$ cat src/rtl/mem_port_arbiter.sv
// Single-port RAM arbiter between instruction fetch and data streams.
// Weighted round-robin same-cycle grant, one-cycle response routing, data kill.
module mem_port_arbiter #(
  parameter int ADDR_WIDTH  = 24,
  parameter int DATA_WIDTH  = 64,
  parameter int BE_WIDTH    = DATA_WIDTH / 8,
  parameter int DATA_WEIGHT = 2
) (
  input  logic                  clk_i,
  input  logic                  rst_i,
  input  logic                  instr_req_i,
  input  logic [ADDR_WIDTH-1:0] instr_addr_i,
  output logic                  instr_gnt_o,
  output logic                  instr_rvalid_o,
  output logic [DATA_WIDTH-1:0] instr_rdata_o,
  input  logic                  data_req_i,
  input  logic                  data_we_i,
  input  logic [BE_WIDTH-1:0]   data_be_i,
  input  logic [ADDR_WIDTH-1:0] data_addr_i,
  input  logic [DATA_WIDTH-1:0] data_wdata_i,
  input  logic                  data_kill_i,
  output logic                  data_gnt_o,
  output logic                  data_rvalid_o,
  output logic [DATA_WIDTH-1:0] data_rdata_o,
  output logic                  mem_req_o,
  output logic                  mem_we_o,
  output logic [BE_WIDTH-1:0]   mem_be_o,
  output logic [ADDR_WIDTH-1:0] mem_addr_o,
  output logic [DATA_WIDTH-1:0] mem_wdata_o,
  input  logic [DATA_WIDTH-1:0] mem_rdata_i
);

  localparam int CW = $clog2(DATA_WEIGHT + 1);

  typedef enum logic {
    SIDE_INSTR = 1'b0,
    SIDE_DATA  = 1'b1
  } side_e;

  side_e         last_q, last_d;
  logic [CW-1:0] cnt_q, cnt_d;
  logic          resp_vld_q;
  side_e         resp_own_q;
  logic          resp_we_q;
  logic          instr_gnt, data_gnt;

  // cnt_q==0 with last_q==data only occurs straight out of reset, so instr wins that tie
  always_comb begin
    instr_gnt = 1'b0;
    data_gnt  = 1'b0;
    last_d    = last_q;
    cnt_d     = cnt_q;
    if (!rst_i) begin
      if (instr_req_i && data_req_i) begin
        if (last_q == SIDE_INSTR ||
            (cnt_q != '0 && cnt_q < CW'(DATA_WEIGHT))) begin
          data_gnt = 1'b1;
        end else begin
          instr_gnt = 1'b1;
        end
      end else begin
        instr_gnt = instr_req_i;
        data_gnt  = data_req_i;
      end
    end
    if (data_gnt) begin
      last_d = SIDE_DATA;
      if (!instr_req_i) begin
        cnt_d = CW'(1);
      end else if (cnt_q < CW'(DATA_WEIGHT)) begin
        cnt_d = cnt_q + CW'(1);
      end
    end else if (instr_gnt) begin
      last_d = SIDE_INSTR;
      cnt_d  = '0;
    end
  end

  always_ff @(posedge clk_i or posedge rst_i) begin
    if (rst_i) begin
      last_q     <= SIDE_DATA;
      cnt_q      <= '0;
      resp_vld_q <= 1'b0;
      resp_own_q <= SIDE_INSTR;
      resp_we_q  <= 1'b0;
    end else begin
      last_q     <= last_d;
      cnt_q      <= cnt_d;
      resp_vld_q <= instr_gnt | data_gnt;
      resp_own_q <= data_gnt ? SIDE_DATA : SIDE_INSTR;
      resp_we_q  <= data_gnt & data_we_i;
    end
  end

  assign instr_gnt_o = instr_gnt;
  assign data_gnt_o  = data_gnt;

  assign mem_req_o   = instr_gnt | data_gnt;
  assign mem_we_o    = data_gnt & data_we_i;
  assign mem_be_o    = data_gnt ? data_be_i : (instr_gnt ? '1 : '0);
  assign mem_addr_o  = data_gnt ? data_addr_i : (instr_gnt ? instr_addr_i : '0);
  assign mem_wdata_o = data_gnt ? data_wdata_i : '0;

  // A killed data response is only suppressed here; the RAM write already happened
  assign instr_rvalid_o = resp_vld_q && (resp_own_q == SIDE_INSTR);
  assign instr_rdata_o  = instr_rvalid_o ? mem_rdata_i : '0;
  assign data_rvalid_o  = resp_vld_q && (resp_own_q == SIDE_DATA) && !data_kill_i;
  assign data_rdata_o   = (data_rvalid_o && !resp_we_q) ? mem_rdata_i : '0;

endmodule

$ cat config.mk
export PLATFORM = sky130hd
export DESIGN_NAME = mem_port_arbiter
export DESIGN_NICKNAME = d
export VERILOG_FILES = /design/src/rtl/mem_port_arbiter.sv
export SDC_FILE = /design/constraint.sdc
export NUM_CORES = 1
export LEC_CHECK = 0
export CAP_MARGIN = 10
export CORE_AREA = 4 4 161 163
export CTS_BUF_LIST = sky130_fd_sc_hd__clkbuf_8 sky130_fd_sc_hd__clkbuf_16
export DETAILED_ROUTE_END_ITERATION = 7
export DIE_AREA = 0 0 165 167
export DONT_BUFFER_PORTS = 1
export GPL_ROUTABILITY_DRIVEN = 0
export HOLD_SLACK_MARGIN = 0.02
export PLACE_DENSITY = 0.3
export SLEW_MARGIN = 5
export SYNTH_ARGS = -nofsm -noshare
export SYNTH_HDL_FRONTEND = slang
export SYNTH_SLANG_ARGS = --single-unit
$ cat constraint.sdc
create_clock -name clk_i -period 1.8 [get_ports clk_i]
set_clock_uncertainty 0.15 [all_clocks]
set_input_delay 0.18 -clock clk_i [delete_from_list [all_inputs] [get_ports clk_i]]
set_output_delay 0.18 -clock clk_i [all_outputs]
set_load 0.005 [all_outputs]
## Yosys cells after proc, flatten, opt, wreduce, memory -nomap -nowiden

Cells that the tools add are included.
W data, S select, Z words.

- Output and inout bits: 230
- Word-level logic and storage cells: 44
- Register bits: 6

- $add $sub $neg: 1
- Muxes and demuxes: 20
- Equal/unequal tests: 1
- Magnitude comparators: 1
- Reductions and logical operators: 12
- Bitwise gates (word level): 4

Operators with widths:

| operator | count |
|---|---|
| $mux W64 | 3 |
| $mux W24 | 2 |
| $mux W8 | 2 |
| $mux W1 | 9 |
| $mux W2 | 4 |
| $logic_and A1 B1 Y1 | 6 |
| $reduce_bool A2 Y1 | 2 |
| $ne A3 B2 Y1 const B | 1 |
| $add A2 B1 Y2 const B | 1 |
| $logic_not A1 Y1 | 2 |
| $lt A2 B2 Y1 const B | 1 |
| $not A1 Y1 | 2 |
| $reduce_and A2 Y1 | 1 |
| $and A1 B1 Y1 | 1 |
| $logic_or A1 B1 Y1 | 1 |
| $or A1 B1 Y1 | 1 |

## Depth between registers and ports, before layout

Gate-level depths: netlist of run 1.

- Depth after elaboration: 8
- Gate-level depth with buffers: 8
- Gate-level depth less buffers: 5

## Least setup slack after synthesis of run 1

Ideal clock, no wire load.

- Kind: reg-to-output
- From: reg cnt_q[0]
- To: out mem_addr_o[10]
- Setup slack: -0.002 ns
- Required time: 1.470 ns
- Arrival: 1.472 ns
- Stages on the path, launching flop included: 7
- Cells stage by stage: dfrtp_1 ha_1 nand2b_4 o211a_1 buf_2 buf_2 a22o_1

- Cells in the longest elaborated chain, start to end: 8
- Elaborated cells on any way between the ends: 12
- Those cells by class: order compare: 1; mux: 8; reduce/logical: 3

Ends and longest elaborated chain:

| what | line | source |
|---|---|---|
| start: declaration | 41 | `logic [CW-1:0] cnt_q, cnt_d;` |
| start signal: assignment | 88 | `cnt_q <= cnt_d;` |
| $lt A2 B2 Y1 / $reduce_bool A2 Y1 (equally long branches) | 56 | `(cnt_q != '0 && cnt_q < CW'(DATA_WEIGHT))) begin` |
| $logic_and A1 B1 Y1 * | 56 |  |
| $logic_or A1 B1 Y1 * | 55 | `if (last_q == SIDE_INSTR \|\|` |
| $mux W1 | 55 |  |
| $mux W1 | 54 | `if (instr_req_i && data_req_i) begin` |
| $mux W1 | 53 | `if (!rst_i) begin` |
| $mux W24 | 101 | `assign mem_addr_o = data_gnt ? data_addr_i : (instr_gnt ? instr_addr_i : '0);` |
| $mux W24 * | 101 |  |
| end: declaration | 28 | `output logic [ADDR_WIDTH-1:0] mem_addr_o,` |

Every way passes the cells marked *; elsewhere a longest branch is shown, timed or not.

## Worst setup path in the final report of run 1

- From: reg cnt_q[0]
- To: out mem_we_o

- Cells in the longest elaborated chain, start to end: 7
- Elaborated cells on any way between the ends: 8
- Those cells by class: order compare: 1; mux: 3; bitwise: 1; reduce/logical: 3

Ends and longest elaborated chain:

| what | line | source |
|---|---|---|
| $lt A2 B2 Y1 / $reduce_bool A2 Y1 (equally long branches) | 56 |  |
| $logic_and A1 B1 Y1 * | 56 |  |
| $logic_or A1 B1 Y1 * | 55 |  |
| $mux W1 * | 55 |  |
| $mux W1 * | 54 |  |
| $mux W1 * | 53 |  |
| named net data_gnt_o | 22 | `output logic data_gnt_o,` |
| $and A1 B1 Y1 * | 99 | `assign mem_we_o = data_gnt & data_we_i;` |
| end: declaration | 26 | `output logic mem_we_o,` |

Mark *: on every way through the listed nets, which the timed path passes. The rest lies on a longest branch.

==> run metrics, run 1 <==
synth top area cells and2_1 63%, a22o_1 11%, dfrtp_1 6.5%; area leader, netlist and2_1; share of cells above drive strength 1 roughly a quarter; vias in the first global route 2195; dpl hpwl 14910 um; CP max FO 6; FF-to-FF path depth 7; CTS Buf Count 3; htree depth 1; Synth Register Bits 6; DR vias/cell 3.618; clock buffer depth 2; post-synth net total ~470; Routed WL roughly 19000 um; die height ~170 um; post-synth cell types 26; clk root buf clkbuf_16; Critical Path AT roughly 1.7 ns; hold crit path type primary input to flop; crit start category flop; GRT Overall Usage approximately a tenth; Top FF cell, synth dfrtp_1; I/O Buffers 0; DP Worst Slack approximately 0.0070 ns; Max-cap violations 0; Critical Path Max Stage Delay ~0.40 ns; Hold Path Cell Cnt 2; Cells after Synth between 200 and 300; Fin. Hold Viols 0; RSZ-0062 raised after global routing true; initial core utilization 7.877%; min Tclk post-route 2.046 ns; Clk Latency, worst-skew pair 0.23 ns; Synth warnings 0; Post-DRT Antenna Nets 0; Slowest-stage cell, CP dfrtp_1; first-pass GRT wire length between 15000 and 20000 um; std cell rows 57; WHS Endpoint cnt_q[1]; top-count cell post-synth and2_1; leak pwr 1.200 nW; min-delay src data_req_i; Final Cycle Share 113.7%; Clock transition at path regs around 0.04 ns; fraction of registers with async set/reset 100.0%; failing checks negative setup slack; Nets 482; Area Growth Syn to Fin 54.93%; Achievable Freq between 400 and 500 MHz; die area around 28000 um2; CTS tree built; post-route setup slack -0.2459 ns; Post-Route Utilization 12.20%; Post-synth top cells 194 x and2_1, 24 x a22o_1, 18 x clkbuf_1, 8 x a21o_1, 5 x dfrtp_1; final setup violation count 99; mean routed wirelength per cell 29.45 um; crit path capture type output pin; Power Density roughly 420 nW/um2; R2R Setup Slk 0 ns; drt pass-1 iters 4; Hold WS just under 0.02 ns; Rel. slew slack approximately three quarters; Seq/Total Area, Yosys between 7 and 8%; area share of the largest cell type after synthesis between 60% and 70%; core area around 24000 um2; reg2reg end last_q; Starting DRT DRC Count 87; Die X roughly 170 um; Setup CP Type flop to output pin; num ports 420; Vias 2276; GRT overflow 0; largest net degree at the start of global routing between 60 and 70; worst vdd ir ~0.00025 V; status finished with violations; Post-synth EDFFs 0; clk sinks 6; post-route DRC violation count 0; initial antenna violation count 13; worst path cell trace ha_4, nand2b_4, o211a_4, buf_12, buf_8, and2_4; RR Startpoint cnt_q[0]; Slew @ Worst Pin between 0.3 and 0.4 ns; synthesized cell area around 1900 um2; Pins Over Slew Limit 0; syn_area_per_cell slightly below 7 um2; worst path required time 1.47 ns
==> cell families after synthesis <==
logic type,after synthesis,share of synthesized area [%]
AOI/OAI and AO/OA,40,17.44
adders and majority gates,1,0.6531
buffers and inverters,31,7.641
DFF,6,7.904
and+or+nand+nor,204,66.36
==> routing by layer <==
metal  vias to the layer above  GRT usage, %  share of wire [%]
met5                         -             0               0.15
met4                         6         2.025                2.1
met3                        22         5.734                 13
met2                       267         20.85                 54
met1                      1053         9.228                 31
li1                        928             -                  -
==> metrics by stage <==
step	instances	power, mW	cell area [um2]	setup TNS [ns]
CTS	599	1.124	2572	-18.55
global route	626	1.326	2960	-27.23
finish	629	1.242	2968	-19.31
detailed placement	587	0.6865	2328	0
global placement	587	0.6785	2328	0
floorplan	282	0.5484	1918	0
==> worst max-delay path: cells and delay by family, from the launching register on <==
family / cells / cell delay [ns]
AOI/OAI and AO/OA: 1 / 0.31
buffers and inverters: 2 / 0.28
adders and majority gates: 1 / 0.16
and+or+nand+nor: 2 / 0.32
DFF: 1 / 0.40
==> report_power, final <==
group          switching [mW]  total, mW  internal (mW)
clock network          0.0822      0.371          0.289
registers              0.0192      0.178          0.159
logic                   0.344      0.693          0.349
==> sequential cells by signal, summed over array words and instances, names as in the netlist <==
register,flops
resp_vld_q,1
cnt_q,2
resp_own_q,1
resp_we_q,1
last_q,1
==> final cells by class <==
class                           count  area, um2
Antenna cell                       15      37.54
Clock inverter                      1      3.754
Inverter                            4      15.01
Timing Repair Buffer               31      528.0
Tap cell                          324      405.4
Fill cell                        2815      21350
Clock buffer                        3      75.07
Sequential cell                     6      151.4
Multi-Input combinational cell    245       1752
==> cell usage in the layout (no fill, tap or decap) <==
master and n:
nor3_1 1, o211ai_1 2, and2_4 36, dlygate4sd3_1 4
clkbuf_16 11, a22o_1 24, buf_8 1, nand2_1 1
dfrtp_1 5, nand2_2 1, nor2_1 4, a21oi_1 1
and2_1 158, o21ai_0 1, inv_1 3, a21o_1 8
buf_4 4, buf_12 6, o21bai_1 1, a211oi_4 1
dfstp_2 1, ha_4 1, diode_2 15, o2111ai_1 1
nor3_4 1, inv_2 2, nand2b_4 1, nor2b_4 1
buf_16 2, o211a_4 1, buf_6 6
==> timing repair <==
action | CTS | global route
pin swaps | 14 | 31
hold buffers | 4 | 0
gates resized for setup | 19 | 32
setup endpoints to repair | 98 | 103
buffers inserted | 2 | 5
endpoints found under the hold margin | 10 | 0
gates cloned | 2 | 10
==> worst max-delay path by stage <==
stage,start,to,cells past startpoint
finish,cnt_q[0],mem_we_o,6
global route,cnt_q[1],mem_be_o[5],6
CTS,cnt_q[1],mem_addr_o[5],6
detailed placement,cnt_q[1],mem_addr_o[7],6
global placement,cnt_q[0],mem_addr_o[23],5
floorplan,cnt_q[0],mem_addr_o[10],6
(Power assumes the default switching activity.)
==> run 2, diff against run 1 <==
CORE_AREA = 4 4 163 165   (was 4 4 161 163)
DIE_AREA = 0 0 167 169   (was 0 0 165 167)
==> run 2 against run 1 <==
Net effect:
- the flow still finishes with violations (negative setup slack)
- via count decreased by 4.4%
- maximum frequency increased by 2.4%
- worst setup slack improved by 0.047 ns
- non-clock buffer count decreased by 7
- global-route usage decreased by 2.2 points
- wire length decreased by 24%
- combinational power decreased by 15%
- cell area decreased by 8.6%
- power decreased by 8.9%
- sequential power decreased by 3%
- utilization decreased by 1.4 points
- register-to-register slack improved by 0.23 ns
==> run metrics, run 2 (synthesized netlist as in run 1, its figures left out) <==
first-pass GRT wire length 17020 um (-14%); Worst Setup EP mem_addr_o[17]; Crit path buffers/inverters 1 (-1); Setup CP Type flop to output pin; final instance area 2711 um2 (-8.6%); GRT overflow 0 (unchanged); Achievable Freq 500.4 MHz (+2.4%); sequential share of power 15.3% (+1.0 points); Pins Over Slew Limit 0 (unchanged); max reg flops 2 (unchanged); clock network fraction of design power 32.5% (+2.6 points); leak pwr 1.091 nW (-9.1%); reg2reg end resp_we_q; Post-Route Utilization 10.83% (-1.4 points); Most flops, register cnt_q; layout filler cell count 2901 (+3.1%); Post-DP Area 2351 um2 (+0.97%); Largest delay share family, worst path compound AO/OA/AOI/OAI gates; largest net degree at the start of global routing 66 (unchanged); Starting DRT DRC Count 63 (-28%); DP Worst Slack 0.03078 ns (+0.02374 ns); initial core utilization 7.651% (-0.23 points); FF-to-FF path depth 5 (-2); Area Growth Syn to Fin 41.54%; crit path launch cnt_q[0]; clk root buf clkbuf_16; Post-DRT Antenna Nets 0 (unchanged); htree depth 1 (unchanged); Internal Power 0.7302 mW (-8.3%); Clk Latency, worst-skew pair 0.23 ns (about the same); total net switching power 0.4012 mW (-9.9%); dpl hpwl 12200 um (-18%); R2R Setup Slk 0.23 ns (+0.23 ns); most frequent cells in the layout 172 x and2_1, 23 x a22o_1, 13 x and2_4; post-route DRC violation count 0 (unchanged); std cell rows 58 (+1.8%); worst path cell trace ha_2, nand2b_4, o211a_4, buf_12, a22o_1; Worst path depth 5 (-1); mean routed wirelength per cell 22.38 um (-24%); Hold WS 0.03259 ns (+0.01334 ns); Slowest-stage cell, CP dfrtp_1; failing checks negative setup slack; CP max FO 54 (+48); crit path capture type output pin; CTS tree built; share of cells above drive strength 1 19.79% (-6.4 points); status finished with violations; Fin. Hold Viols 0 (unchanged); vias in the first global route 2084 (-5.1%); worst vdd ir 0.0001266 V (-50%); final setup violation count 98 (-1.0%); clk sinks 6 (unchanged); Routed WL 13990 um (-24%); Nets 475 (-1.5%); CTS Buf Count 3 (unchanged); Rel. slew slack 84.99% (+9.8 points); die height 169 um (+1.2%); Max-cap violations 0 (unchanged); num ports 420 (unchanged); initial antenna violation count 17 (+4); min Tclk post-route 1.999 ns (-0.04744 ns); die area 28220 um2 (+2.4%); drt pass-1 iters 4 (unchanged); Critical Path AT 1.67 ns (-0.05 ns); RR Startpoint cnt_q[0]; worst path required time 1.47 ns (about the same); Power Density 417.3 nW/um2 (-0.29%); Slew @ Worst Pin 0.2244 ns (-0.1460 ns); Power Total 1.131 mW (-8.9%); Die X 167 um (+1.2%); DR vias/cell 3.482 (-3.8%); Logic pwr share 52.3% (-3.5 points); most common cell after layout, fill and taps aside and2_1; Vias 2176 (-4.4%); switching share of power 35.46% (-0.40 points); post-route setup slack -0.1985 ns (+0.04744 ns); GRT Overall Usage 8.405% (-2.2 points); core area 25040 um2 (+2.9%); Placed Cells incl. Taps 595 (+1.4%); setup TNS -11.89 ns (+7.420 ns); RSZ-0062 raised after global routing true; I/O Buffers 0 (unchanged); Final Cycle Share 111.0% (-2.6 points); hold crit path type primary input to flop; crit start category flop; clock buffer depth 2 (unchanged); Critical Path Max Stage Delay 0.37 ns (-0.03 ns); Clock transition at path regs 0.04 ns (about the same); final non-filler cell total 625 (-0.64%)
-- run 2: what timing repair did --
| item | 4_1_cts | 5_1_grt |
|---|---|---|
| setup buffers | 4 | 4 |
| pin swaps | 9 | 5 |
| endpoints found under the setup margin | 98 | 100 |
| cloned | 3 | 2 |
| resized for setup | 30 | 6 |
| hold buffers | 4 | 0 |
| endpoints found under the hold margin | 9 | 0 |
-- run 2: cell type report --
cell class              instances  area (um2)  area share, %
clock buffers                   3       75.07          2.769
diodes                         12       30.03          1.108
multi-input cells             245        1704          62.85
well taps                     330       412.9          15.23
repair buffers                 24       319.1          11.77
inverters                       4       15.01         0.5538
flip-flops and latches          6       151.4          5.584
clock inverters                 1       3.754         0.1384
-- run 2: per-layer routing --
layer  vias up  part of all wire (%)  track usage [%]
met5         -                  0.29                0
li1        911                     -                -
met1       988                    27            6.287
met4         6                   2.1            1.636
met3        18                    12            3.853
met2       253                    59            18.69
-- run 2: power groups by stage --
stage	registers (mW)	logic [mW]	clock network, mW
6_report	0.173	0.591	0.367
5_1_grt	0.176	0.647	0.388
4_1_cts	0.172	0.607	0.378
3_5_place_dp	0.174	0.516	0
3_3_place_gp	0.174	0.528	0
2_1_floorplan	0.175	0.374	0
-- run 2: worst min path at each step --
| stage | startpoint | endpoint | slack (ns) | cells after the start |
|---|---|---|---|---|
| 6_report | rst_i | resp_vld_q | 0.03 | 2 |
| 5_1_grt | rst_i | resp_vld_q | 0.04 | 2 |
| 4_1_cts | data_req_i | cnt_q[0] | 0.03 | 2 |
| 3_5_place_dp | rst_i | cnt_q[0] | -0.08 | 2 |
| 3_3_place_gp | rst_i | cnt_q[0] | -0.06 | 2 |
| 2_1_floorplan | rst_i | cnt_q[0] | -0.20 | 1 |
==> edit: new RTL, flow settings as in run 1 <==
Make the reset (`rst_i`) synchronous in one clocked block.
--- a/src/rtl/mem_port_arbiter.sv
+++ b/src/rtl/mem_port_arbiter.sv
@@ -77,5 +77,5 @@
   end
 
-  always_ff @(posedge clk_i or posedge rst_i) begin
+  always_ff @(posedge clk_i) begin
     if (rst_i) begin
       last_q     <= SIDE_DATA;
Formal check against the unedited RTL: differs if rst_i is asserted again (counterexample within 4 cycles, from zero or initial values and one cycle with rst_i high); with rst_i held inactive, the same outputs for 10 cycles.
==> edit against run 1 <==
The flow finishes with violations (hold timing, setup timing). Critical path depth up 1. Cell count down 1.1%. Clock power down 3%. Synthesized area up 5.6%. Combinational power down 13%. Register-to-register slack better by 0.29 ns. Final area up 4.0%. Total power down 10%. Count of clock-buffer cells in the layout unchanged. Worst setup slack better by 0.049 ns. Sequential cell count unchanged. Routed wire length down 6.4%.
==> edit: results (changes against run 1) <==
detailed_routing:
  drtIter0Drc: 84  # -3.4%
  vias_per_cell: 3.66  # +1.1%
  avgRoutedWirePerCell_um: 27.9  # -5.3%
  wl_met3_um: 2050  # -13%
  wl_met1_um: 5110  # -12%
  wl_met2_um: 9810  # -1.5%
global_routing:
  global_route.usage.met1: 0.0958  # +0.00348
  initial_antenna_violation_count: 4  # -9
  number_of_global_route_vias_before_repair: 2329  # +6.1%
  met2_usage: 0.227  # +0.0190
  groute.usage.overall: 0.110  # +0.00468
sta:
  fin_hold_ws_ns: -0.0464  # -0.0656 ns
  final.setup.worst_slack_ns: -0.197  # +0.0489 ns
  finalHoldViolCount: 1  # +1
  final-setup-viol-count: 98  # -1.0%
worst_setup_path:
  slowest_stage: "sky130_fd_sc_hd__dfxtp_2"
  worst_path_largest_cell_delay_ns: 0.32  # -0.08 ns
  critical_path_arrival_ns: 1.67  # -0.05 ns
  cp-startpoint: "cnt_q[1]"
  rr_endpoint: "resp_we_q"
placed_design:
  dpl_cells: 594  # +1.2%
  post-place-ws_ns: -0.0503  # -0.0574 ns
status:
  outcome: "finished, violations left"
  violations: "hold timing, setup timing"
power:
  seq_power_uw: 151  # -15%
  p_leak_uw: 0.00128  # +6.7%
  combinationalPowerShare: 0.540  # -0.018
  internal-power_uw: 741  # -7.0%
  maximum_vdd_drop_v: 0.000182  # -28%
logic_synthesis:
  yosysUniqueCellTypes: 29  # +12%
  ys_top_cells_by_area: "sky130_fd_sc_hd__and2_1, sky130_fd_sc_hd__a22o_1, sky130_fd_sc_hd__dfxtp_1"
layout:
  design.final.nets: 490  # +1.7%
  final.fill_count: 2796  # -0.67%
min_path:
  terminating_pin_of_the_worst_hold_path: "last_q"
clocking:
  cts.repair.resized: 86  # +67
[edit: through the flow]
| stage | area (um2) | hold slack [ns] |
|---|---|---|
| after global routing | 3080 | -0.0392 |
| after global placement | 2430 | 0.112 |
| after detailed placement | 2430 | 0.111 |
| final | 3090 | -0.0464 |
| after floorplan | 2030 | 0.152 |
| after CTS | 3010 | -0.0862 |
[edit: logic make-up (layout without fill, tap and decap cells)]
group,after synthesis,in the layout,share of synthesized area
adder cells (fa/ha/maj),1,1,0.00619
AO/OA/AOI/OAI,41,41,0.178
other,0,1,0
flip-flops,6,6,0.0594
AND/OR/NAND/NOR,206,206,0.647
buffers and inverters,32,43,0.109
[edit: final cells by class]
cell class | instances | share of cell area
antenna | 1 | 0.000811
clock buffer | 3 | 0.0243
inverter | 3 | 0.00365
multi-input combinational | 248 | 0.617
sequential | 6 | 0.0409
tap | 324 | 0.131
timing repair buffer | 37 | 0.182
